<file path="src/rtl/db_tupu_wr_ctrl_pkg.sv">
// ---------------------------------------------------------------------------
// db_tupu_wr_ctrl_pkg
// Shared definitions for the deblocking TU/PU edge-flag write controller:
// FSM state encodings, CU partition and size codes, the edge-direction bit
// and a helper that turns a size code into a CU span in 4x4 units.
// ---------------------------------------------------------------------------
package db_tupu_wr_ctrl_pkg;

    typedef enum logic [2:0] {
        ST_IDLE = 3'd0,
        ST_CLR  = 3'd1,
        ST_RD   = 3'd2,
        ST_MOD  = 3'd3,
        ST_WR   = 3'd4
    } state_e;

    // Partition codes
    localparam logic [1:0] PART_2NX2N = 2'd0;
    localparam logic [1:0] PART_2NXN  = 2'd1;
    localparam logic [1:0] PART_NX2N  = 2'd2;
    localparam logic [1:0] PART_NXN   = 2'd3;

    // CU size codes (luma pixels)
    localparam logic [1:0] SIZE_8  = 2'd0;
    localparam logic [1:0] SIZE_16 = 2'd1;
    localparam logic [1:0] SIZE_32 = 2'd2;
    localparam logic [1:0] SIZE_64 = 2'd3;

    // Edge direction, also the dir bit of the RAM address
    localparam logic DIR_VER = 1'b0;
    localparam logic DIR_HOR = 1'b1;

    // CU span in 4x4 blocks: 2 << size
    function automatic logic [4:0] cu_span(input logic [1:0] size);
        case (size)
            SIZE_8:  return 5'd2;
            SIZE_16: return 5'd4;
            SIZE_32: return 5'd8;
            default: return 5'd16;
        endcase
    endfunction

endpackage

</file>
<file path="src/rtl/db_tupu_mask_gen.sv">
// ---------------------------------------------------------------------------
// db_tupu_mask_gen
// Combinational edge-flag mask for one RAM word of one CU.
// Ports:
//   dir_i        : 0 vertical (left) edges, 1 horizontal (top) edges
//   row_i        : row of the word, in 4x4 units (must lie inside the CU)
//   cu_x_i/y_i   : CU origin in 4x4 units
//   cu_size_i    : size code, cu_part_i : partition code
//   cu_tu_dep_i  : TU split depth
//   mask_o       : bit 2c+1 = TU edge, bit 2c = PU edge, for column c
// ---------------------------------------------------------------------------
module db_tupu_mask_gen
    import db_tupu_wr_ctrl_pkg::*;
(
    input  logic        dir_i,
    input  logic [3:0]  row_i,
    input  logic [3:0]  cu_x_i,
    input  logic [3:0]  cu_y_i,
    input  logic [1:0]  cu_size_i,
    input  logic [1:0]  cu_part_i,
    input  logic [1:0]  cu_tu_dep_i,
    output logic [31:0] mask_o
);

    logic [4:0] span;
    logic [4:0] tu_step;
    logic [4:0] half;
    logic [4:0] row_off;
    logic       hsplit;
    logic       vsplit;
    logic       tu_row;
    logic       pu_row;

    // NOTE: every signal driven here gets a default before any condition,
    // so no path leaves a value unassigned and no latch is inferred.
    always_comb begin
        mask_o  = '0;
        span    = cu_span(cu_size_i);
        tu_step = span >> cu_tu_dep_i;
        if (tu_step == 5'd0) begin
            tu_step = 5'd1;
        end
        half    = span >> 1;
        row_off = {1'b0, row_i - cu_y_i};
        hsplit  = (cu_part_i == PART_2NXN) || (cu_part_i == PART_NXN);
        vsplit  = (cu_part_i == PART_NX2N) || (cu_part_i == PART_NXN);
        // tu_step is a power of two, so the modulo reduces to a mask.
        tu_row  = (row_off & (tu_step - 5'd1)) == 5'd0;
        pu_row  = (row_off == 5'd0) || (hsplit && (row_off == half));

        for (int c = 0; c < 16; c++) begin
            logic [4:0] k;
            k = 5'(c) - {1'b0, cu_x_i};
            if ((5'(c) >= {1'b0, cu_x_i}) && (k < span)) begin
                if (dir_i == DIR_VER) begin
                    mask_o[2*c+1] = (k & (tu_step - 5'd1)) == 5'd0;
                    mask_o[2*c]   = (k == 5'd0) || (vsplit && (k == half));
                end else begin
                    mask_o[2*c+1] = tu_row;
                    mask_o[2*c]   = pu_row;
                end
            end
        end
    end

endmodule

</file>
<file path="src/rtl/db_tupu_wr_ctrl.sv">
// ---------------------------------------------------------------------------
// db_tupu_wr_ctrl
// Write/read controller for the deblocking TU/PU edge-flag RAM
// (64 x 32, single port, active-low CEN/WEN, 1-cycle read latency).
// Accepts one CU descriptor at a time, merges its edge flags into the write
// bank by read-modify-write, and serves the boundary-strength reader from
// the other ping-pong bank. The reader always wins the RAM port.
// Ports:
//   lcu_start_i          : swap banks and clear the new write bank
//   cu_vld_i / cu_rdy_o  : descriptor handshake
//   cu_x/y/size/part/tu_dep_i : CU descriptor
//   rd_en_i, rd_dir_i, rd_row_i : reader request (read bank)
//   rd_vld_o, rd_dat_o   : reader response
//   ram_*                : RAM port, address {bank, dir, row}
//   busy_o               : FSM not idle
// ---------------------------------------------------------------------------
module db_tupu_wr_ctrl
    import db_tupu_wr_ctrl_pkg::*;
(
    input  logic        clk,
    input  logic        rst_n,
    input  logic        lcu_start_i,
    input  logic        cu_vld_i,
    output logic        cu_rdy_o,
    input  logic [3:0]  cu_x_i,
    input  logic [3:0]  cu_y_i,
    input  logic [1:0]  cu_size_i,
    input  logic [1:0]  cu_part_i,
    input  logic [1:0]  cu_tu_dep_i,
    input  logic        rd_en_i,
    input  logic        rd_dir_i,
    input  logic [3:0]  rd_row_i,
    output logic [31:0] rd_dat_o,
    output logic        rd_vld_o,
    output logic [5:0]  ram_adr_o,
    output logic        ram_cen_o,
    output logic        ram_wen_o,
    output logic [31:0] ram_wdat_o,
    input  logic [31:0] ram_rdat_i,
    output logic        busy_o
);

    state_e      state_q, state_d;
    logic        bank_sel_q, bank_sel_d;
    logic        pend_q, pend_d;
    logic        init_done_q, init_done_d;
    logic [3:0]  x_q, x_d;
    logic [3:0]  y_q, y_d;
    logic [1:0]  size_q, size_d;
    logic [1:0]  part_q, part_d;
    logic [1:0]  dep_q, dep_d;
    logic        dir_q, dir_d;
    logic [3:0]  row_q, row_d;
    logic [31:0] word_q, word_d;
    logic [4:0]  clr_cnt_q, clr_cnt_d;
    logic        rd_vld_q;
    logic [31:0] rd_dat_q;

    logic        grant;
    logic        cu_hs;
    logic [4:0]  last_row;
    logic [31:0] mask;

    db_tupu_mask_gen u_mask_gen (
        .dir_i       (dir_q),
        .row_i       (row_q),
        .cu_x_i      (x_q),
        .cu_y_i      (y_q),
        .cu_size_i   (size_q),
        .cu_part_i   (part_q),
        .cu_tu_dep_i (dep_q),
        .mask_o      (mask)
    );

    // The FSM only gets the port in cycles the reader leaves free.
    assign grant    = !rd_en_i;
    assign cu_rdy_o = (state_q == ST_IDLE) && !pend_q && init_done_q;
    assign cu_hs    = cu_vld_i && cu_rdy_o;
    assign busy_o   = (state_q != ST_IDLE);
    assign last_row = {1'b0, y_q} + cu_span(size_q) - 5'd1;
    assign rd_vld_o = rd_vld_q;
    assign rd_dat_o = rd_dat_q;

    // Next-state logic
    always_comb begin
        state_d     = state_q;
        bank_sel_d  = bank_sel_q;
        pend_d      = pend_q;
        init_done_d = init_done_q;
        x_d         = x_q;
        y_d         = y_q;
        size_d      = size_q;
        part_d      = part_q;
        dep_d       = dep_q;
        dir_d       = dir_q;
        row_d       = row_q;
        word_d      = word_q;
        clr_cnt_d   = clr_cnt_q;

        // A start that arrives while busy waits for the next IDLE.
        if ((state_q != ST_IDLE) && lcu_start_i) begin
            pend_d = 1'b1;
        end

        case (state_q)
            ST_IDLE: begin
                if (pend_q) begin
                    state_d    = ST_CLR;
                    bank_sel_d = ~bank_sel_q;
                    pend_d     = 1'b0;
                    clr_cnt_d  = '0;
                end else if (cu_hs) begin
                    // A start coinciding with an accepted CU is deferred
                    // until that CU has been written.
                    state_d = ST_RD;
                    pend_d  = lcu_start_i;
                    x_d     = cu_x_i;
                    y_d     = cu_y_i;
                    size_d  = cu_size_i;
                    part_d  = cu_part_i;
                    dep_d   = cu_tu_dep_i;
                    dir_d   = DIR_VER;
                    row_d   = cu_y_i;
                end else if (lcu_start_i) begin
                    state_d    = ST_CLR;
                    bank_sel_d = ~bank_sel_q;
                    clr_cnt_d  = '0;
                end
            end
            ST_CLR: begin
                if (grant) begin
                    clr_cnt_d = clr_cnt_q + 5'd1;
                    if (clr_cnt_q == 5'd31) begin
                        state_d     = ST_IDLE;
                        init_done_d = 1'b1;
                    end
                end
            end
            ST_RD: begin
                if (grant) begin
                    state_d = ST_MOD;
                end
            end
            ST_MOD: begin
                word_d  = ram_rdat_i;
                state_d = ST_WR;
            end
            ST_WR: begin
                if (grant) begin
                    if (row_q == last_row[3:0]) begin
                        if (dir_q == DIR_VER) begin
                            dir_d   = DIR_HOR;
                            row_d   = y_q;
                            state_d = ST_RD;
                        end else begin
                            state_d = ST_IDLE;
                        end
                    end else begin
                        row_d   = row_q + 4'd1;
                        state_d = ST_RD;
                    end
                end
            end
            default: state_d = ST_IDLE;
        endcase
    end

    // RAM port: reader first, then whatever the FSM needs this cycle.
    always_comb begin
        ram_cen_o  = 1'b1;
        ram_wen_o  = 1'b1;
        ram_adr_o  = '0;
        ram_wdat_o = '0;
        if (rd_en_i) begin
            ram_cen_o = 1'b0;
            ram_adr_o = {~bank_sel_q, rd_dir_i, rd_row_i};
        end else begin
            case (state_q)
                ST_CLR: begin
                    ram_cen_o = 1'b0;
                    ram_wen_o = 1'b0;
                    ram_adr_o = {bank_sel_q, clr_cnt_q};
                end
                ST_RD: begin
                    ram_cen_o = 1'b0;
                    ram_adr_o = {bank_sel_q, dir_q, row_q};
                end
                ST_WR: begin
                    ram_cen_o  = 1'b0;
                    ram_wen_o  = 1'b0;
                    ram_adr_o  = {bank_sel_q, dir_q, row_q};
                    ram_wdat_o = word_q | mask;
                end
                default: ;
            endcase
        end
    end

    // NOTE: state registers use non-blocking assignments so every flop
    // samples the pre-edge values regardless of block ordering.
    always_ff @(posedge clk or negedge rst_n) begin
        if (!rst_n) begin
            state_q     <= ST_IDLE;
            bank_sel_q  <= 1'b0;
            pend_q      <= 1'b0;
            init_done_q <= 1'b0;
            x_q         <= '0;
            y_q         <= '0;
            size_q      <= '0;
            part_q      <= '0;
            dep_q       <= '0;
            dir_q       <= DIR_VER;
            row_q       <= '0;
            word_q      <= '0;
            clr_cnt_q   <= '0;
            rd_vld_q    <= 1'b0;
            rd_dat_q    <= '0;
        end else begin
            state_q     <= state_d;
            bank_sel_q  <= bank_sel_d;
            pend_q      <= pend_d;
            init_done_q <= init_done_d;
            x_q         <= x_d;
            y_q         <= y_d;
            size_q      <= size_d;
            part_q      <= part_d;
            dep_q       <= dep_d;
            dir_q       <= dir_d;
            row_q       <= row_d;
            word_q      <= word_d;
            clr_cnt_q   <= clr_cnt_d;
            rd_vld_q    <= rd_en_i;
            if (rd_vld_q) begin
                rd_dat_q <= ram_rdat_i;
            end
        end
    end

endmodule

</file>
<file path="config.mk">
export PLATFORM = sky130hd
export DESIGN_NAME = db_tupu_wr_ctrl
export DESIGN_NICKNAME = d
export VERILOG_FILES = /design/src/rtl/db_tupu_wr_ctrl_pkg.sv /design/src/rtl/db_tupu_mask_gen.sv /design/src/rtl/db_tupu_wr_ctrl.sv
export SDC_FILE = /design/constraint.sdc
export NUM_CORES = 1
export LEC_CHECK = 0
export ABC_AREA = 1
export BUFFER_PORTS_ARGS = -buffer_cell sky130_fd_sc_hd__buf_2
export CAP_MARGIN = 10
export CORE_UTILIZATION = 55
export CTS_CLUSTER_SIZE = 20
export DETAILED_ROUTE_END_ITERATION = 8
export HOLD_SLACK_MARGIN = 0.06
export PLACE_DENSITY = 0.87
export SYNTH_ARGS = -nofsm -noshare
export SYNTH_HDL_FRONTEND = slang
export SYNTH_SLANG_ARGS = --single-unit
</file>
<file path="constraint.sdc">
create_clock -name clk -period 3.9 [get_ports clk]
set_input_delay 0.78 -clock clk [delete_from_list [all_inputs] [get_ports clk]]
set_output_delay 0.78 -clock clk [all_outputs]
set_load 0.02 [all_outputs]
</file>
==> qor.yml, run 1 <==
cts_tree: "built"
grt-ovfl-total: 0
cts_sinks: 95
place_ws_ps: 353
ys.flop_type: "dfrtp_1"
finalSetupTns_ps: 0
area_growth_pct: 16.4
path_depth: 13
grt_pass1_vias: 7361
worstPathMaxFanout: 9
grt_start_max_net_pins: 66
yosys_register_bits: 95
hold_buffers: 0
routed_wl_um: 22200
n_antenna_cell: 0
outcome: "complete, no violations"
drv_slew: 0
critPathArrivalTime_ps: 2960
mostFrequentLayoutCell: "nand2_1"
hold_viol_final: 0
whs_path_depth: 2
root_buffer: "clkbuf_16"
finalSetupViolations: 0
leakagePower_nw: 4.79
die_h_um: 118
synth_edf_count: 0
fin_util_pct: 65.3
routed_via_density: 5.60
powerDensity_nw_per_um2: 928
synth_area_um2: 7400
path_buf_inv: 3
synthDistinctLibCells: 43
worstPathCellList: "inv_1 -> ha_1 -> inv_1 -> fa_1 -> nor2_1 -> o21ai_0 -> nand4_1 -> nor2_2 -> nand3_4 -> nand2_4 -> nand3_1 -> a21oi_1 -> buf_2"
portBuffers: 130
syn_nets: 1212
yosysSeqAreaShare_pct: 32.1
clk_path_buf_depth: 2
instances_no_fill: 1410
cts_buffers: 9
gp_congestion: 1.01
place_hpwl_um: 16400
drive_gt1_share_pct: 17.3
fin_ws_ps: 157
fmax_mhz: 267
maxCapViolCount: 0
p_int_mw: 3.58
min_path_type: "reg2reg"
h-tree-depth: 3
drc: 0
drtIter0Drc: 1017
p_sw_mw: 4.41
path_clk_slew_ps: 70
cp_slowest_cell: "fa_1"
synth_cells: 1105
rows: 42
ys.warnings.count: 0
synth_xor_area_share_pct: 3.20
relSlewSlack_pct: 28.9
path_class: "reg2out"
ir_drop_v: 0.000557
clk_latency_ps: 360
vias: 7900
reg2reg_depth: 17
endpoint_kind: "primary output"
mostFrequentLayoutCells: "nand2_1 (290), inv_1 (150), buf_2 (128)"
p_seq_share_pct: 20.1
skew_ps: 7.47
worst_ep_required_time_ps: 3120
cp_common_cell: "inv_1"
grt_pass1_wl_um: 36300
synth_mux_area_share_pct: 0.761
antenna_found_initial: 0
finalCritPeriodShare_pct: 96.0
swShare_pct: 55.2
period_minus_slack_ps: 3740
ant_nets: 0
track_usage_pct: 32.8
crit_path_start: "row_q[0]"
die_x_um: 118
io_pins: 131
cp_top_family: "simple AND/OR/NAND/NOR gates"
placed_cells: 1390
async_flop_share_pct: 100
r2r_slack_ps: 810
tightest_slew_ps: 1070
first_pass_iters: 6
pwr-share-comb_pct: 68.4
synthSimpleGateAreaFrac_pct: 30.5
timing.rr.start: "size_q[1]"
min_from: "word_q[17]"
final_nets: 1336
synth_compound_area_share_pct: 14.2
yosys.area_share.adder_pct: 8.83
crit_path_max_incr_delay_ps: 550
startpoint_type: "flop"
start_util_pct: 56.1
avgRoutedWirePerCell_um: 15.8
p_clk_share_pct: 11.5
avgSynthCellArea_um2: 6.70
core_um2: 13200
synth_top_family_by_area: "simple AND/OR/NAND/NOR gates"
die_area_um2: 13900
power by group through the flow:
stage | combinational [mW] | sequential, mW | clock, mW
final | 5.47 | 1.61 | 0.915
after global routing | 6.07 | 1.64 | 0.959
after CTS | 5.24 | 1.59 | 0.925
after detailed placement | 5.18 | 1.60 | 0
after global placement | 5.11 | 1.59 | 0
after floorplan | 3.83 | 1.56 | 0
worst register-to-register path: cells and delay by family (launching register included):
kind	cells	cell delay [ps]
flops	1	550
buf+inv	3	350
compound gates	2	190
simple gates	10	1250
fa+ha+maj	2	660
registers in the layout (all words and copies together), names as in the netlist:
register and flops:
dep_q 2, bank_sel_q 1, size_q 2, x_q 4, word_q 32, part_q 2
rd_vld_o 1, init_done_q 1, row_q 4, clr_cnt_q 5, state_q 3, y_q 4
rd_dat_o 32, pend_q 1, dir_q 1
final timing paths:
kind	to
hold / removal	word_q[17]
max in group asynchronous	rd_dat_o[0]
setup / recovery	ram_wdat_o[30]
min in group asynchronous	rd_dat_o[16]
hold reg to reg	word_q[17]
setup reg to reg	row_q[1]
stage by stage:
stage | cell area (µm²) | hold WS [ps] | total power [mW]
finish | 8610 | 490 | 7.99
global route | 8610 | 505 | 8.67
CTS | 8540 | 492 | 7.75
detailed placement | 8230 | 469 | 6.78
global placement | 8230 | 461 | 6.71
floorplan | 7400 | 437 | 5.39
cell families (layout without fill, tap and decap cells):
group,after synthesis,in the layout
and+or+nand+nor,530,530
muxes,5,5
DFF,95,95
buffers and inverters,197,326
xor gates and xnor gates,27,27
adders and majority gates,51,51
AOI/OAI and AO/OA,200,200
synthesized netlist by cell type, types with 3 or more instances:
cell type | n | area share (%)
nand2_1 | 292 | 15
inv_1 | 151 | 7.7
nor2_1 | 118 | 6.0
a21oi_1 | 117 | 7.9
dfrtp_1 | 95 | 32
nand3_1 | 79 | 5.3
o21ai_0 | 65 | 4.4
ha_1 | 49 | 8.3
clkbuf_1 | 27 | 1.4
xor2_1 | 21 | 2.5
nand4_1 | 12 | 1.0
nand2_2 | 11 | 0.93
inv_2 | 6 | 0.30
xnor2_1 | 6 | 0.71
buf_2 | 5 | 0.34
mux2_2 | 5 | 0.76
o211ai_1 | 5 | 0.51
nand3_2 | 4 | 0.54
nor2_2 | 3 | 0.25
nor3_1 | 3 | 0.20
layout make-up:
cell class | instances | area (µm²)
Clock buffer | 9 | 225
Clock inverter | 7 | 80.1
Fill cell | 1156 | 4580
Inverter | 159 | 604
Multi-Input combinational cell | 813 | 4290
Sequential cell | 95 | 2380
Tap cell | 176 | 220
Timing Repair Buffer | 151 | 813
metal layers:
layer / share of wire [%] / track usage (%)
met5: 0 / 0
met4: 4.7 / 17.5
met3: 9.9 / 5.09
met2: 45 / 52.3
met1: 40 / 42.9
timing repair:
item                                    in CTS  in global routing
setup buffers                                0                  4
endpoints found under the setup margin       6                 19
resized for setup                            1                 10
No activity file was read; power rests on OpenSTA's default activity.
==> inputs of run 2 (changes only) <==
PLACE_DENSITY = 0.91   (was 0.87)
==> qor.yml, run 2 (synthesized netlist as in run 1, its figures left out) <==
met1Wirelength_um: 9380
finalSetupViolations: 0
routed_via_density: 5.63
drive_gt1_share_pct: 17.8
nFillCells: 1148
grt_start_max_net_pins: 66
area_growth_pct: 16.3
worstPathCellList: "inv_2 -> ha_1 -> inv_1 -> fa_2 -> nor2_1 -> o21ai_0 -> nand4_1 -> nor2_2 -> nand3_2 -> buf_4 -> a21boi_0 -> nand2_1 -> a21oi_2 -> buf_6"
design_area_um2: 8610
fin_ws_ps: 68.4
instances_no_fill: 1414
drv_slew: 0
dr_wl_met3_um: 2010
core_um2: 13200
relSlewSlack_pct: 29.3
tightest_slew_ps: 1060
startpoint_type: "flop"
drtIter0Drc: 887
grt_pass1_wl_um: 37300
die_h_um: 118
first_pass_iters: 6
antenna_found_initial: 0
skew_ps: 6.36
clk_latency_ps: 360
vias: 7957
maxCapViolCount: 0
path_buf_inv: 4
cts_tree: "built"
final_nets: 1340
period_minus_slack_ps: 3830
worst_ep_required_time_ps: 3120
ir_drop_v: 0.000505
die_x_um: 118
min_path_type: "in2async"
dr_wl_met2_um: 10500
drc: 0
hold_viol_final: 0
root_buffer: "clkbuf_16"
die_area_um2: 13900
mostFrequentLayoutCells: "nand2_1 (290), inv_1 (149), buf_2 (128)"
leakagePower_nw: 4.79
endpoint_kind: "primary output"
h-tree-depth: 3
worstPathMaxFanout: 8
start_util_pct: 56.1
ant_nets: 0
grt_pass1_vias: 7660
place_area_um2: 8270
path_clk_slew_ps: 80
cp_top_family: "adder cells"
clk_path_buf_depth: 2
place_ws_ps: 461
avgRoutedWirePerCell_um: 16.2
placed_cells: 1395
crit_path_max_incr_delay_ps: 570
finalCritPeriodShare_pct: 98.2
cts_sinks: 95
critPathArrivalTime_ps: 3050
rows: 42
portBuffers: 130
track_usage_pct: 33.8
top_layer: "met4"
gp_congestion: 1.07
n_antenna_cell: 0
mostFrequentLayoutCell: "nand2_1"
path_class: "reg2out"
grt-ovfl-total: 0
place_hpwl_um: 16900
cts_buffers: 9
io_pins: 131
outcome: "complete, no violations"
routed_wl_um: 22800
whs_ps: 483
fmax_mhz: 261
cp_slowest_cell: "fa_2"
powerDensity_nw_per_um2: 931
==> run 2: power by group <==
| group | switching [mW] | internal [mW] |
|---|---|---|
| combinational | 3.74 | 1.77 |
| sequential | 0.292 | 1.32 |
| clock | 0.439 | 0.447 |
| total | 4.48 | 3.54 |
==> run 2: final cells by class <==
type                            instances  area, µm²  area share [%]
Timing Repair Buffer                  155        847            9.84
Tap cell                              176        220            2.56
Multi-Input combinational cell        813       4270            49.6
Clock buffer                            9        225            2.62
Clock inverter                          7       62.6           0.727
Inverter                              159        601            6.98
Sequential cell                        95       2380            27.7
==> run 2: metal layers <==
metal	vias up	GRT usage, %
li1	3769	-
met1	3714	44.1
met2	399	53.8
met3	75	5.14
met4	0	18.9
met5	-	0
==> run 2: worst register-to-register path, cell delays in order (launching register included) <==
cell and delay [ps]:
dfrtp_1 500, inv_2 200, nand2_1 130, nand2_1 120, nand2_1 70, ha_1 190, fa_1 480, inv_1 50
a21oi_1 110, o21ai_0 90, nor2_1 290, nand3_4 170, nor2_2 130, nand2_1 70, nand2_2 110, inv_1 80
nand2_1 70, nand2_1 40
==> run 2: worst paths after layout <==
check,start,endpoint,slack (ps),depth (start not counted)
worst min-delay path,rst_n,clr_cnt_q[1],480,1
worst max register to register,size_q[0],row_q[1],900,17
min in group clk,word_q[13],word_q[13],490,2
worst max-delay path,row_q[0],ram_wdat_o[24],70,14
max in group asynchronous,rst_n,row_q[0],2640,2
worst min register to register,word_q[13],word_q[13],490,2
==> run 2: timing repair <==
item / CTS / global route
resized for setup: 0 / 11
hold buffers: 0 / 0
setup buffers: 0 / 3
endpoints found under the setup margin: 0 / 19
==> run 2: stage by stage <==
step	power, mW	util, %	setup TNS [ps]
6_report	8.01	65.3	0
3_5_place_dp	6.87	62.7	0
4_1_cts	7.79	64.9	0
2_1_floorplan	5.39	-	0
3_3_place_gp	6.75	62.7	0
5_1_grt	8.69	65.3	-46.7
